$ cat config.mk
export PLATFORM = sky130hd
export DESIGN_NAME = batch_mem_scheduler
export DESIGN_NICKNAME = d
export VERILOG_FILES = /design/src/rtl/batch_mem_scheduler_pkg.sv /design/src/rtl/batch_mem_scheduler_seg_counter.sv /design/src/rtl/batch_mem_scheduler.sv
export SDC_FILE = /design/constraint.sdc
export NUM_CORES = 1
export LEC_CHECK = 0
export CAP_MARGIN = 0
export CORE_ASPECT_RATIO = 1.4
export CORE_MARGIN = 4
export CORE_UTILIZATION = 53
export DETAILED_ROUTE_END_ITERATION = 16
export DONT_BUFFER_PORTS = 1
export PLACE_DENSITY = 0.77
export RECOVER_POWER = 25
export SLEW_MARGIN = 40
export SYNTH_ARGS = -nofsm -noshare
export SYNTH_HDL_FRONTEND = slang
export SYNTH_SLANG_ARGS = --single-unit
$ cat constraint.sdc
create_clock -name clk -period 3.45 [get_ports clk]
set_clock_uncertainty 0.05 [all_clocks]
set_input_delay 0.69 -clock clk [delete_from_list [all_inputs] [get_ports clk]]
set_output_delay 0.69 -clock clk [all_outputs]
set_load 0.1 [all_outputs]
$ cat src/rtl/batch_mem_scheduler_pkg.sv
// Shared types and sizing helpers for the batch filter memory scheduler.
// Latency: none (declarations only).
// Backpressure: none (declarations only).
package batch_mem_scheduler_pkg;

    // How far the sample pipeline has filled: number of complete segments seen, saturating.
    typedef enum logic [1:0] {
        EMPTY = 2'd0,
        ONE   = 2'd1,
        TWO   = 2'd2,
        RUN   = 2'd3
    } fill_t;

    // Default sizing of the batch filter.
    localparam int DEFAULT_DEPTH = 220;
    localparam int DEFAULT_N     = 3;
    localparam int DEFAULT_OSR   = 1;

    // Entries per segment: ceil(depth / osr).
    function automatic int calcDsd(input int depth, input int osr);
        return (depth + osr - 1) / osr;
    endfunction

    localparam int DEFAULT_DSD = calcDsd(DEFAULT_DEPTH, DEFAULT_OSR);

    // Sample RAM holds 4 segments, result RAMs hold 2 banks.
    localparam int DEFAULT_SAMPLE_AW = $clog2(4 * DEFAULT_DSD);
    localparam int DEFAULT_RES_AW    = $clog2(2 * DEFAULT_DSD);

endpackage

$ cat src/rtl/batch_mem_scheduler_seg_counter.sv
// Enable-gated modulo counter with wrap pulse; optional saturation at maxVal.
// Latency: count updates on the clock edge after en; wrap is combinational from en and count.
// Backpressure: en low holds the count and suppresses wrap.
module seg_counter #(
    parameter int width    = 2,
    parameter int maxVal   = 3,
    parameter bit saturate = 1'b0
) (
    input  logic             clk,
    input  logic             rst,
    input  logic             en,
    output logic [width-1:0] count,
    output logic             wrap
);

    logic atMax;

    assign atMax = (count == width'(maxVal));
    assign wrap  = en && atMax;

    // Step on en; at the top either return to zero or stick (saturating use).
    always_ff @(posedge clk or posedge rst) begin
        if (rst) begin
            count <= '0;
        end else if (en) begin
            if (atMax) begin
                count <= saturate ? count : '0;
            end else begin
                count <= count + 1'b1;
            end
        end
    end

endmodule

$ cat src/rtl/batch_mem_scheduler.sv
// Sample/result RAM address sequencer for the batch filter: circular sample buffer, three read streams, result ping-pong.
// Latency: every output is registered, one cycle after the en cycle that issued the slot.
// Backpressure: en low stalls all state; write enables and batchStart drop, addresses and valids hold.
module batch_mem_scheduler
    import batch_mem_scheduler_pkg::*;
#(
    parameter  int depth = DEFAULT_DEPTH,
    parameter  int N     = DEFAULT_N,
    parameter  int OSR   = DEFAULT_OSR,
    localparam int DSD   = calcDsd(depth, OSR),
    localparam int CW    = (DSD > 1) ? $clog2(DSD) : 1,
    localparam int SAW   = $clog2(4 * DSD),
    localparam int RAW   = $clog2(2 * DSD)
) (
    input  logic           clk,
    input  logic           rst,
    input  logic           en,
    output logic           sampleWrite,
    output logic [SAW-1:0] sampleAddrIn,
    output logic [SAW-1:0] sampleAddrOut1,
    output logic [SAW-1:0] sampleAddrOut2,
    output logic [SAW-1:0] sampleAddrOut3,
    output logic           resWriteF,
    output logic           resWriteB,
    output logic [RAW-1:0] resAddrInF,
    output logic [RAW-1:0] resAddrInB,
    output logic [RAW-1:0] resAddrOutF,
    output logic [RAW-1:0] resAddrOutB,
    output logic           batchStart,
    output logic           lookValid,
    output logic           calcValid,
    output logic           outValid
);

    // Sizing sanity: each sample carries at least one control signal, and OSR must divide something.
    if (N < 1 || OSR < 1) begin : gBadParams
        $error("batch_mem_scheduler: N and OSR must be >= 1");
    end

    logic [CW-1:0] cnt;
    logic [1:0]    wseg;
    logic [1:0]    fillCount;
    logic          bank;
    logic          cntWrap;
    logic          unusedSegWrap;
    logic          unusedFillWrap;
    fill_t         fill;

    // Slot within the segment.
    seg_counter #(.width(CW), .maxVal(DSD - 1), .saturate(1'b0)) uCnt (
        .clk   (clk),
        .rst   (rst),
        .en    (en),
        .count (cnt),
        .wrap  (cntWrap)
    );

    // Sample RAM write segment, advances once per completed segment.
    seg_counter #(.width(2), .maxVal(3), .saturate(1'b0)) uSeg (
        .clk   (clk),
        .rst   (rst),
        .en    (cntWrap),
        .count (wseg),
        .wrap  (unusedSegWrap)
    );

    // Fill tracker: counts completed segments and parks at RUN.
    seg_counter #(.width(2), .maxVal(3), .saturate(1'b1)) uFill (
        .clk   (clk),
        .rst   (rst),
        .en    (cntWrap),
        .count (fillCount),
        .wrap  (unusedFillWrap)
    );

    assign fill = fill_t'(fillCount);

    // Bank toggles on every segment wrap and both start at zero, so it is the segment LSB.
    assign bank = wseg[0];

    // Base address of a sample segment.
    function automatic logic [SAW-1:0] segBase(input logic [1:0] seg);
        return SAW'(seg) * SAW'(DSD);
    endfunction

    logic [1:0]     segM1;
    logic [1:0]     segM2;
    logic [SAW-1:0] cntS;
    logic [SAW-1:0] revS;
    logic [RAW-1:0] cntR;
    logic [RAW-1:0] revR;
    logic [RAW-1:0] resBase;
    logic [RAW-1:0] resOtherBase;
    logic           calcNow;

    // Read segments trail the write segment with 2-bit wrap, so segment 0 aliases back to 3 and 2.
    assign segM1        = wseg - 2'd1;
    assign segM2        = wseg - 2'd2;
    assign cntS         = SAW'(cnt);
    assign revS         = SAW'(DSD - 1) - cntS;
    assign cntR         = RAW'(cnt);
    assign revR         = RAW'(DSD - 1) - cntR;
    assign resBase      = bank ? RAW'(DSD) : '0;
    assign resOtherBase = bank ? '0 : RAW'(DSD);
    assign calcNow      = (fill == TWO) || (fill == RUN);

    // Register the decode of the current slot when en issues it; hold addresses and valids on stall.
    always_ff @(posedge clk or posedge rst) begin
        if (rst) begin
            sampleWrite    <= 1'b0;
            sampleAddrIn   <= '0;
            sampleAddrOut1 <= '0;
            sampleAddrOut2 <= '0;
            sampleAddrOut3 <= '0;
            resWriteF      <= 1'b0;
            resWriteB      <= 1'b0;
            resAddrInF     <= '0;
            resAddrInB     <= '0;
            resAddrOutF    <= '0;
            resAddrOutB    <= '0;
            batchStart     <= 1'b0;
            lookValid      <= 1'b0;
            calcValid      <= 1'b0;
            outValid       <= 1'b0;
        end else if (en) begin
            sampleWrite    <= 1'b1;
            sampleAddrIn   <= segBase(wseg) + cntS;
            sampleAddrOut1 <= segBase(segM1) + revS;
            sampleAddrOut2 <= segBase(segM2) + revS;
            sampleAddrOut3 <= segBase(segM2) + cntS;
            resWriteF      <= calcNow;
            resWriteB      <= calcNow;
            resAddrInF     <= resBase + cntR;
            resAddrInB     <= resBase + revR;
            resAddrOutF    <= resOtherBase + cntR;
            resAddrOutB    <= resOtherBase + cntR;
            batchStart     <= (cnt == '0);
            lookValid      <= (fill != EMPTY);
            calcValid      <= calcNow;
            outValid       <= (fill == RUN);
        end else begin
            sampleWrite    <= 1'b0;
            resWriteF      <= 1'b0;
            resWriteB      <= 1'b0;
            batchStart     <= 1'b0;
        end
    end

endmodule

==> impl_metrics.toml, run 1 <==
[sta]
hold_violations = 0
setup_violations = 0
fmax_mhz = 335
drv_slew = 70
hold_slack_ps = 336
rsz0062_at_grt = "no"
post-route-period-util = 0.864
slew_headroom = -0.116
worst_pin_slew_ps = 1670
fin_tns_setup_ps = 0
timing.final.ws_setup_ps = 468
period_needed_ps = 2980

[critical_path]
critPathLaunch = "uSeg.count[0]"
crit-reg2reg-launch = "uSeg.count[0]"
cpLargestDelayFamily = "adder cells"
r2r_slack_ps = 470
required_ps = 3610
crit_arrival_ps = 3150
path_class = "reg2reg"
cp_num_buf_inv = 2
critPathMaxFanout = 12
worstSetupEndpoint = "sampleAddrOut3[8]"
worstPathCellList = "inv_1, ha_1, inv_1, fa_1, a21o_1, a21oi_1, o21bai_1, a21oi_1, xnor2_1, mux2_2"
end_kind = "register"
crit_path_top_delay_cell = "dfrtp_1"
critPathLaunchType = "register"
path_depth = 10
max_stage_delay_ps = 560
rr_worst_depth = 10
reg2reg_to = "sampleAddrOut3[8]"

[logic_synthesis]
avgSynthCellArea_sq_um = 10.1
syn-cell-area_sq_um = 4780
synth_common_cells = "69 x dfrtp_1, 51 x ha_1, 38 x nor2_1, 36 x inv_1"
syn-num-nets = 535
synth_top_cell_by_area = "dfrtp_1"
synthFlopType = "dfrtp_1"
synth_cell_types = 52
yosys_warnings = 0
syn_inst = 472
yosysTopAreaCellShare = 0.361
synth_most_common_cell = "dfrtp_1"
seq_area_frac_synth = 0.361
netlist_top_cells_area = "dfrtp_1 36%, ha_1 13%, xnor2_1 6.2%"
synth_edf_count = 0
synth_seq_cells = 69
async_reset_ff_frac = 1.00

[die]
row_count = 40
core_sq_um = 8710
fp.dieH_um = 120
die_x_um = 88.3
pin_count = 86
dieArea_sq_um = 10600
initial_core_util = 0.549

[final_layout]
n_antenna_cell = 0
drive_gt1_frac = 0.251
design_area_sq_um = 5120
areaGrowthSynthToFinish_pct = 6.96
final_nets = 512

[global_route]
grt_use_total = 0.201
grt_first_pass_wirelength_um = 16300
grt_max_degree = 72
grt_antenna_before_repair = 0
grt-ovfl-total = 0
first_global_vias = 3272

[min_path]
hold_class = "in2reg"

[placed_design]
dpl.hpwl_um = 7280
place_congestion = 0.916
portBuffers = 0
placed_area_sq_um = 4820
place_ws_ps = 497

[drt]
vias = 3166
drc = 0
dr.first_iter.drc_count = 129
detail-route-antenna-nets = 0
drt-total-wl_um = 9980
viasPerCell = 5.66
drt_pass1_iterations = 4
wire_per_inst_um = 17.9

[clock_tree]
path_clk_slew_ps = 50
clock_latency_ps = 330
cts_buffers = 9
clkSinkCount = 69
cts_setup_buffers = 0
cts_buffer_depth = 2
htree_levels = 3
cts-hold-fix-buffers = 0
tritoncts = "yes"
cts_resized = 0
cts_root_buffer = "clkbuf_16"

[run_status]
status = "finished with violations"
violations = "max-capacitance violations, max-slew violations"

[job]
drv_cap = 1
==> flip-flops by register name (all words and copies together) (netlist names) <==
| signal | cells |
|---|---|
| resAddrInB | 6 |
| sampleAddrOut1 | 10 |
| lookValid | 1 |
| uCnt.count | 8 |
| sampleAddrOut3 | 7 |
| batchStart | 1 |
| outValid | 1 |
| sampleWrite | 1 |
| uFill.count | 2 |
| resWriteB | 1 |
| resAddrOutB | 5 |
| uSeg.count | 2 |
| sampleAddrOut2 | 7 |
| resAddrInF | 6 |
| sampleAddrIn | 10 |
| calcValid | 1 |
==> area by class of cell <==
type                            count  area (sq um)
Timing Repair Buffer               12           121
Inverter                           36           135
Fill cell                         750          3590
Sequential cell                    69          1820
Tap cell                          105           131
Multi-Input combinational cell    321          2640
Clock buffer                       15           268
Clock inverter                      1          5.00
==> worst min-delay path by stage <==
| stage | start | to | slack (ps) | depth (start not counted) |
|---|---|---|---|---|
| final | en | sampleWrite | 340 | 0 |
| after global routing | en | sampleWrite | 320 | 0 |
| after CTS | en | sampleWrite | 330 | 0 |
| after detailed placement | sampleAddrOut1[0] | sampleAddrOut1[0] | 450 | 1 |
| after global placement | sampleAddrOut1[0] | sampleAddrOut1[0] | 450 | 1 |
| after floorplan | uCnt.count[0] | uCnt.count[0] | 450 | 1 |
==> routing by layer <==
layer,wire [um],vias to the layer above,global-route usage
met5,0,-,0
met4,407,0,0.118
met3,480,24,0.0436
met2,5040,71,0.326
met1,4050,1552,0.240
li1,-,1519,-
==> through the flow <==
| step | utilization | cells |
|---|---|---|
| floorplan | - | 472 |
| global placement | 0.548 | 542 |
| detailed placement | 0.554 | 542 |
| CTS | 0.585 | 558 |
| global route | 0.588 | 559 |
| finish | 0.588 | 559 |
==> placed cells by master, fill, tap and decap left out, drive strengths merged, types with 2 or more instances in the layout <==
master  instances
dfrtp          69
ha             51
nor2           39
inv            36
xnor2          36
a21oi          35
mux2           26
nand2          22
o21ai          22
clkbuf         17
a21o           11
buf            10
fa              9
xor2            8
nand3           7
o21bai          6
a31oi           5
a211oi          5
nor2b           4
nor3            4
o21a            4
mux2i           3
maj3            3
xnor3           3
a211o           2
nor4            2
==> cell families (layout without fill, tap and decap cells) <==
group,count (synthesis),count (layout),share of synthesized area
mux,29,29,0.0675
xor+xnor,47,47,0.0981
simple gates,85,85,0.0792
compound gates,97,97,0.128
buf+inv,82,64,0.0884
flops,69,69,0.361
fa+ha+maj,63,63,0.178
Power of run 1 is not shown: default switching activity piles up to over one toggle a cycle in this logic, so the estimate is an artifact.
==> run 2: changes to the inputs <==
Settings changed: CAP_MARGIN 0 to 20.
==> results of run 2 <==
The final DEF is identical to that of run 1; final timing and power are the same.
Power of run 2 is left out for the same reason.
==> run 3: changes to the inputs <==
--- a/constraint.sdc
+++ b/constraint.sdc
@@ -3,3 +3,3 @@
 set_input_delay 0.69 -clock clk [delete_from_list [all_inputs] [get_ports clk]]
 set_output_delay 0.69 -clock clk [all_outputs]
-set_load 0.1 [all_outputs]
+set_load 0.005 [all_outputs]
==> impl_metrics.toml, run 3 (synthesized netlist as in run 1, its figures left out) <==
[run_status]
status = "finished with violations"
violations = "max-capacitance violations, max-slew violations"

[clock_tree]
path_clk_slew_ps = 60
cts_resized = 0
cts_setup_buffers = 0
htree_levels = 3
cts_root_buffer = "clkbuf_16"
clkSinkCount = 69
cts_buffers = 9
tritoncts = "yes"
cts_buffer_depth = 2
clock_latency_ps = 340
cts-hold-fix-buffers = 0

[final_layout]
final_common_cell = "dfrtp_1"
top_regs = "sampleAddrIn: 10 flops, sampleAddrOut1: 10 flops, uCnt.count: 8 flops"
final_cell_mix = "69 x dfrtp_1, 51 x ha_1, 38 x nor2_1"
num-fill-cells = 774
areaGrowthSynthToFinish_pct = 4.08
final_nets = 506
drive_gt1_frac = 0.125
n_antenna_cell = 0

[pwr]
pwr_density_cell_nw_per_um2 = 817
irDropWorstVdd_uv = 393
comb_power_share = 0.422
p_leak_nw = 2.23
switching_share = 0.377
p_seq_frac = 0.341
internal-power_w = 0.00253
clock_power_share = 0.237
p_sw_w = 0.00153

[die]
row_count = 40
core_sq_um = 8710
die_x_um = 88.3
initial_core_util = 0.549
fp.dieH_um = 120
dieArea_sq_um = 10600
pin_count = 86

[global_route]
grt_use_total = 0.201
grt_antenna_before_repair = 0
first_global_vias = 3264
grt_first_pass_wirelength_um = 16200
grt-ovfl-total = 0
grt_max_degree = 72

[critical_path]
end_kind = "register"
crit-reg2reg-launch = "uSeg.count[0]"
critPathMaxFanout = 12
critPathLaunchType = "register"
required_ps = 3620
crit_arrival_ps = 3260
critPathLaunch = "uSeg.count[0]"
path_class = "reg2reg"

[placed_design]
dpl.hpwl_um = 7070
place_congestion = 0.868
portBuffers = 0
place_ws_ps = 383

[drt]
drc = 0
vias = 3103
viasPerCell = 5.61
drt_pass1_iterations = 4
drt-total-wl_um = 9810
dr.first_iter.drc_count = 115
wire_per_inst_um = 17.7
detail-route-antenna-nets = 0

[job]
drv_cap = 1

[sta]
fmax_mhz = 323
period_needed_ps = 3090
fin_tns_setup_ps = 0
rsz0062_at_grt = "no"
hold_violations = 0
timing.final.ws_setup_ps = 359
setup_violations = 0
post-route-period-util = 0.896
drv_slew = 43
worst_pin_slew_ps = 1800
slew_headroom = -0.207

[min_path]
hold_class = "in2reg"
hp-start = "en"
## run 3: layer usage
layer / up-vias / GRT usage / share of wire
met5: - / 0 / 0
met3: 19 / 0.0423 / 0.053
met4: 0 / 0.103 / 0.029
li1: 1507 / - / -
met2: 67 / 0.340 / 0.53
met1: 1510 / 0.234 / 0.39
## run 3: critical path: stages (launching register included)
cell and delay, ps:
dfrtp_1 590, inv_1 210, ha_1 490, inv_1 140, ha_1 310, a21o_1 180
a21oi_1 260, o21ai_2 120, maj3_4 360, xnor2_1 180, a21oi_1 90
## run 3: power by group through the flow
stage | logic [W] | registers, W | clock network (W)
4_1_cts | 0.00174 | 0.00140 | 0.000983
6_report | 0.00172 | 0.00139 | 0.000962
2_1_floorplan | 0.00160 | 0.00130 | 0
3_3_place_gp | 0.00168 | 0.00141 | 0
3_5_place_dp | 0.00171 | 0.00141 | 0
5_1_grt | 0.00194 | 0.00144 | 0.00102
## run 3: area by class of cell
type	count	area, sq um	area share
multi-input combinational	321	2640	0.529
timing repair buffer	6	41.3	0.00829
tap	105	131	0.0264
clock inverter	4	72.6	0.0146
inverter	36	136	0.0274
clock buffer	12	236	0.0475
sequential	69	1730	0.347
## run 3: stage by stage
step,utilization,hold slack [ps],total power (W),cells,cell area (sq um)
2_1_floorplan,-,426,0.00290,472,4780
3_3_place_gp,0.537,452,0.00309,537,4670
3_5_place_dp,0.537,453,0.00313,537,4680
4_1_cts,0.572,233,0.00412,553,4980
5_1_grt,0.572,322,0.00440,553,4980
6_report,0.572,332,0.00407,553,4980
## run 3: worst paths after layout
check | depth (start not counted) | end | slack [ps]
max in group asynchronous | 2 | uCnt.count[2] | 1500
min | 0 | sampleWrite | 330
min reg2reg | 1 | calcValid | 460
min in group asynchronous | 1 | sampleAddrOut1[2] | 630
max reg2reg | 10 | sampleAddrOut2[7] | 360
max | 10 | sampleAddrOut2[7] | 360
Power figures use the tool's default switching activity.
